## src/rtl/alu_pkg.sv

```systemverilog
// Shared ALU definitions for the byte-reduction (RED) execute unit:
// widths, FSM encoding and the byte sign-extension helper.
package alu_pkg;

   localparam int unsigned RED_ACC_W = 10;
   localparam int unsigned RED_BYTES = 4;
   localparam int unsigned RED_CNT_W = $clog2(RED_BYTES);
   localparam int unsigned RED_RES_W = 16;

   typedef enum logic [1:0] {
      IDLE = 2'b00,
      ACC  = 2'b01,
      DONE = 2'b10
   } red_state_e;

   function automatic logic [RED_ACC_W-1:0] sext10(input logic [7:0] data);
      return {{(RED_ACC_W - 8){data[7]}}, data};
   endfunction

endpackage

```

## src/rtl/red_byte_acc.sv

```systemverilog
// Combinational accumulator step: acc + sext10(data), wrapping at 10 bits.
module red_byte_acc
   import alu_pkg::*;
(
   input  logic [RED_ACC_W-1:0] acc,
   input  logic [7:0]           data,
   output logic [RED_ACC_W-1:0] sum
);

   always_comb begin
      sum = acc + sext10(data);
   end

endmodule

```

## src/rtl/red_seq.sv

```systemverilog
// Multi-cycle signed byte reduction of two 16-bit operands, one byte per cycle,
// with a start/busy/done handshake and a registered sign-extended result.
module red_seq
   import alu_pkg::*;
(
   input  logic                 clk,
   input  logic                 rst,
   input  logic                 start,
   input  logic [15:0]          A,
   input  logic [15:0]          B,
   output logic                 busy,
   output logic                 done,
   output logic [RED_RES_W-1:0] Result
);

   red_state_e                 state_q, state_d;
   logic [15:0]                a_q, a_d;
   logic [15:0]                b_q, b_d;
   logic [RED_ACC_W-1:0]       acc_q, acc_d;
   logic [RED_CNT_W-1:0]       cnt_q, cnt_d;
   logic [RED_RES_W-1:0]       result_q, result_d;
   logic [7:0]                 cur_byte;
   logic [RED_ACC_W-1:0]       acc_sum;

   always_comb begin
      cur_byte = a_q[7:0];
      unique case (cnt_q)
         2'd0: cur_byte = a_q[7:0];
         2'd1: cur_byte = a_q[15:8];
         2'd2: cur_byte = b_q[7:0];
         2'd3: cur_byte = b_q[15:8];
      endcase
   end

   red_byte_acc u_acc (
      .acc  (acc_q),
      .data (cur_byte),
      .sum  (acc_sum)
   );

   always_comb begin
      state_d  = state_q;
      a_d      = a_q;
      b_d      = b_q;
      acc_d    = acc_q;
      cnt_d    = cnt_q;
      result_d = result_q;
      unique case (state_q)
         IDLE: begin
            if (start) begin
               a_d     = A;
               b_d     = B;
               acc_d   = '0;
               cnt_d   = '0;
               state_d = ACC;
            end
         end
         ACC: begin
            // start is deliberately ignored here: no re-capture, no queueing
            acc_d = acc_sum;
            cnt_d = cnt_q + RED_CNT_W'(1);
            if (cnt_q == RED_CNT_W'(RED_BYTES - 1)) begin
               state_d  = DONE;
               result_d = {{(RED_RES_W - RED_ACC_W){acc_sum[RED_ACC_W-1]}}, acc_sum};
            end
         end
         DONE: begin
            if (start) begin
               a_d     = A;
               b_d     = B;
               acc_d   = '0;
               cnt_d   = '0;
               state_d = ACC;
            end else begin
               state_d = IDLE;
            end
         end
         default: state_d = IDLE;
      endcase
   end

   always_ff @(posedge clk) begin
      if (rst) begin
         state_q  <= IDLE;
         a_q      <= '0;
         b_q      <= '0;
         acc_q    <= '0;
         cnt_q    <= '0;
         result_q <= '0;
      end else begin
         state_q  <= state_d;
         a_q      <= a_d;
         b_q      <= b_d;
         acc_q    <= acc_d;
         cnt_q    <= cnt_d;
         result_q <= result_d;
      end
   end

   // Outputs decode registered state only; no input-to-output path.
   assign busy   = (state_q == ACC);
   assign done   = (state_q == DONE);
   assign Result = result_q;

endmodule
```

## config.mk

```make
export PLATFORM = sky130hd
export DESIGN_NAME = red_seq
export DESIGN_NICKNAME = d
export VERILOG_FILES = /design/src/rtl/alu_pkg.sv /design/src/rtl/red_byte_acc.sv /design/src/rtl/red_seq.sv
export SDC_FILE = /design/constraint.sdc
export NUM_CORES = 1
export LEC_CHECK = 0
export ABC_AREA = 1
export CORE_UTILIZATION = 56
export CTS_CLUSTER_DIAMETER = 50
export DETAILED_ROUTE_END_ITERATION = 16
export GPL_ROUTABILITY_DRIVEN = 0
export PLACE_DENSITY = 0.85
export SYNTH_ARGS = -nofsm -noshare
export SYNTH_HDL_FRONTEND = slang
export SYNTH_SLANG_ARGS = --single-unit
```

## constraint.sdc

```tcl
create_clock -name clk -period 3.31 [get_ports clk]
set_input_delay 0.4965 -clock clk [delete_from_list [all_inputs] [get_ports clk]]
set_output_delay 0.4965 -clock clk [all_outputs]
set_load 0.03 [all_outputs]
```

# ---- Word-level counts from Yosys, hierarchy flattened
# Index checks and enable logic that the tools add are counted.
dict set report classes {
  eq_ne 8
  n_mux 9
  n_addsub 2
  reduce_logical 8
}
# operator n
set ops {}
lappend ops {{8-bit one-hot mux with 4 select lines} 1}
lappend ops {{10-bit one-hot mux with 2 select lines} 1}
lappend ops {{10-bit adder} 1}
lappend ops {{10-bit 2-to-1 mux} 1}
lappend ops {{2-bit AND reduction} 4}
lappend ops {{2-bit == test, second input constant} 3}
lappend ops {{2-bit 2-to-1 mux} 3}
lappend ops {{2-bit one-hot mux with 3 select lines} 1}
lappend ops {{2-bit by 1-bit == test with 1-bit output, second input constant} 2}
lappend ops {{2-bit zero test} 2}
lappend ops {{2-bit by 1-bit inequality test with 1-bit output, second input constant} 2}
lappend ops {{2-bit one-hot mux with 2 select lines} 1}
lappend ops {{2-bit by 1-bit adder with 2-bit output, second input constant} 1}
lappend ops {{2-bit inequality test, second input constant} 1}
lappend ops {{2-bit nonzero test} 1}
lappend ops {{2-bit OR reduction} 1}
lappend ops {{1-bit 2-to-1 mux} 1}
dict set report totals {
  regBits 56
}

# ---- Logic depth before layout (Yosys ltp)
dict set report logic_depth {
  word_depth 4
  depth_mapped 19
  mapped_depth_nobuf 18
}

# ---- Hierarchy
# Synthesis repeated with hierarchy kept, for this count alone.
dict set report unflattened {
  cells_unflattened 406
  hier_area_um2 2807.7
}
# mod area_per_inst_um2 seq_area_each_um2 cells_per_inst instances
set by_module_without_submodules {}
lappend by_module_without_submodules {red_seq 2338.5 1121.1 321 1}
lappend by_module_without_submodules {red_byte_acc 469.2 0.0 85 1}

# ---- Worst setup path before layout
# Ideal clock, no wire load.
dict set report synth_timing {
  kind {flip-flop to flip-flop}
  startpoint {register cnt_q[0]}
  endpoint {register result_q[6] (netlist: Result[6])}
  setup_slack_ps 1057
  stages_incl_launch_ff 15
  setup_time_ps 114
  arrival_ps 2139
  period_less_slack_ps 2253
  cell_sequence {dfxtp_1 -> inv_1 -> ha_1 -> buf_6 -> a21oi_1 -> a31oi_1 -> ha_1 -> fa_1 -> nand3_1 -> nand2_2 -> nand2_2 -> nand2_2 -> xor2_2 -> o21bai_1 -> inv_1}
}
dict set report synth_via {
  elab_chain_cells 3
  word_cells_on_any_way 7
  cone_classes {1 x add/sub; 3 x eq/ne; 1 x mux; 2 x reduce/logical}
}
# element line
set synth_rtl {}
lappend synth_rtl {{start: declaration} red_seq.sv:20} ;# logic [RED_CNT_W-1:0] cnt_q, cnt_d;
lappend synth_rtl {{start signal: assignment} red_seq.sv:95} ;# cnt_q <= cnt_d;
lappend synth_rtl {{2-bit == test, or another cell as far along} {red_seq.sv:27, red_seq.sv:62}}
lappend synth_rtl {{8-bit one-hot mux with 4 select lines} red_seq.sv:27} ;# unique case (cnt_q)
lappend synth_rtl {{10-bit adder} red_byte_acc.sv:11} ;# sum = acc + sext10(data);
lappend synth_rtl {{end signal: assignment} red_seq.sv:96} ;# result_q <= result_d;
lappend synth_rtl {{end: declaration} red_seq.sv:21} ;# logic [RED_RES_W-1:0] result_q, result_d;
# Several ways; a longest one is shown, not always the timed one.
# A chain may end at the register's enable or synchronous reset.

# ---- Final worst setup path
# Ends and elaborated chain as after synthesis.

==> impl_metrics.ini <==
[cts]
cts_resized = 0
holdBufCountCts = 0
cts_num_sinks = 56
cts_tree = done
numCtsBuffers = 5
cts_setup_buffers = 0
root_buffer = clkbuf_8
clock_path_buffers = 2
clkTransAtPathRegs_ns = 0.10
worstSkewPairLatency_ns = 0.32
cts.htree.levels = 2

[route]
wl_met3_um = 420
final_antenna_net_count = 0
drc = 0
viasPerCell = 5.14
wl_per_cell_um = 12.8
highest_layer = met4
drt_pass1_iterations = 4
vias = 2571
wl_met2_mm = 3.03
wl_mm = 6.39
wl_met1_mm = 2.80
first_iter_violations = 186

[place]
dp_hpwl_mm = 4.79
dp.cells = 492
io_buffers = 52
post-place-ws_ns = 0.758

[floorplanning]
start_util_pct = 59.1
rows = 25
die_h_um = 73.0
ios = 53
chipWidth_um = 73.0
core-area_mm2 = 0.00479
dieArea_mm2 = 0.00534

[final_layout]
areaGrowthSynthToFinish_pct = 21.3
finalCoreUtilization_pct = 71.7
drive_gt1_share_pct = 7.62
layout.cells.non_filler = 500
nets = 481
num_antenna_cells = 0

[worst_setup_path]
max_stage_delay_ns = 0.40
critPathKind = reg2reg
cpMostUsedCell = nand2_2
crit_fanout = 9
path_buf_inv = 3
critPathTopFamily = adder cells
startpoint_type = flop
crit_chain = inv_1 -> ha_1 -> clkinv_4 -> nor2_1 -> a31oi_1 -> ha_1 -> fa_1 -> nand3_1 -> nand2_2 -> nand2_2 -> nand2_2 -> xor2_2 -> o21bai_1 -> inv_1
end_kind = flop
crit_required_ns = 3.53
worstPathArrival_ns = 2.82
cp_slowest_cell = fa_1

[sta]
period_minus_slack_ns = 2.59
tightest_slew_ns = 0.863
fin_setup_tns_ns = 0
finalWorstSetupSlack_ns = 0.715
drv_slew = 0
fmax_mhz = 385
clock-skew-final_ns = 0.00704
setup_viol = 0
hold_viol_final = 0
rsz0062_at_grt = no
min_period_over_period_pct = 78.4
slew_headroom_pct = 42.4

[min_path]
worstHoldPathType = reg2reg

[synth]
yosys.area.top_type_share_pct = 39.7
synth-simple-area-share_pct = 26.5
synth_edf_count = 0
syn_inst = 395
yosys-top-cells-count = nand2_1 (82), nor2_1 (73), dfxtp_1 (56)
syn_nets = 444
synth.largest_area_cell = dfxtp_1
synth_seq_cells = 56
yosysMostFrequentCell = nand2_1
synth_area_leaders = dfxtp_1 (40%), nand2_1 (11%), nor2_1 (9.7%)
yosys_warnings = 0
synth-xor-area-share_pct = 1.51
synth_top_family_by_area = simple AND/OR/NAND/NOR gates
synth.mux.area_fraction_pct = 0
syn-cell-area_mm2 = 0.00283
async_reset_ff_share_pct = 0
synth_cell_type_count = 32
synth_fa_ha_area_share_pct = 6.46
synth_ff_type = dfxtp_1
synth.avg_cell_area_um2 = 7.16
yosysSeqAreaShare_pct = 39.7
synth-compound-area-share_pct = 16.1

[flow_run]
cap_violations = 0

[power]
peakVddDrop_v = 0.000361
p_leak_nw = 1.51
p_per_area_mw_per_mm2 = 455

[grt]
first_global_vias = 2430
grt_max_degree = 32
grt_pass1_wl_mm = 11.0
gr-total-overflow = 0
grt_antenna_before_repair = 0
grtUsageTotal_pct = 27.1

[status]
outcome = finished, final reports clean
-- worst reg2reg max path: stages, from the launching register on --
cell	delay, ns
dfxtp_1	0.37
inv_1	0.09
ha_1	0.39
clkinv_4	0.16
nor2_1	0.12
a31oi_1	0.06
ha_1	0.23
fa_1	0.41
nand3_1	0.11
nand2_2	0.09
nand2_2	0.08
nand2_2	0.06
xor2_2	0.16
o21bai_1	0.13
inv_1	0.06
-- layout make-up --
class                           instances  area [µm²]
Multi-Input combinational cell        282        1430
Fill cell                             402        1360
Sequential cell                        56        1120
Timing Repair Buffer                   55         556
Inverter                               32         125
Tap cell                               67        83.8
Clock buffer                            5        68.8
Clock inverter                          3        46.3
-- cell usage in the layout (no fill, tap or decap), drive strengths merged --
cell type	count
a21oi	29
buf	3
clkbuf	5
xor2	4
ha	13
dfxtp	56
o21a	3
nand3	14
or2	1
nand4	1
nor2	77
o21bai	4
fa	1
bufinv	1
nand2	89
a211oi	1
inv	31
o21ai	38
clkdlybuf4s50	52
clkinv	3
a31oi	7
-- registers in the layout, indices dropped and copies added, names as in the netlist --
name     flops
a_q         16
state_q      2
acc_q       10
b_q         16
cnt_q        2
Result      10
-- power breakdown --
| part | switching (mW) | internal [mW] | total (mW) |
|---|---|---|---|
| combinational | 0.201 | 0.140 | 0.342 |
| sequential | 0.0319 | 0.720 | 0.751 |
| clock | 0.239 | 0.230 | 0.469 |
| total | 0.472 | 1.09 | 1.56 |
-- through the flow --
step	hold slack (ns)	total power [mW]	instance area, µm²
3_3_place_gp	0.457	1.09	3310
4_1_cts	0.479	1.56	3430
2_1_floorplan	0.429	1.00	2830
3_5_place_dp	0.460	1.10	3310
5_1_grt	0.498	1.64	3430
6_report	0.474	1.56	3430
-- logic make-up (layout without fill, tap and decap cells) --
group | Yosys count | in the layout
compound gates | 82 | 82
xor+xnor | 4 | 4
fa+ha+maj | 14 | 14
buf+inv | 57 | 95
flops | 56 | 56
simple gates | 182 | 182
-- routing by layer --
layer	global-route usage, %	vias to the layer above
met3	4.42	14
li1	-	1328
met4	10.0	0
met1	35.9	1141
met5	0	-
met2	44.3	88
-- final timing paths --
kind / from / endpoint / slack, ns / cells past startpoint
max: cnt_q[0]$_SDFFE_PP0P_ / Result[6]$_SDFFE_PP0P_ / 0.72 / 14
min: Result[3]$_SDFFE_PP0P_ / Result[3]$_SDFFE_PP0P_ / 0.47 / 2
max reg2reg: cnt_q[0]$_SDFFE_PP0P_ / Result[6]$_SDFFE_PP0P_ / 0.72 / 14
min reg2reg: Result[3]$_SDFFE_PP0P_ / Result[3]$_SDFFE_PP0P_ / 0.47 / 2
(Power assumes the default switching activity.)
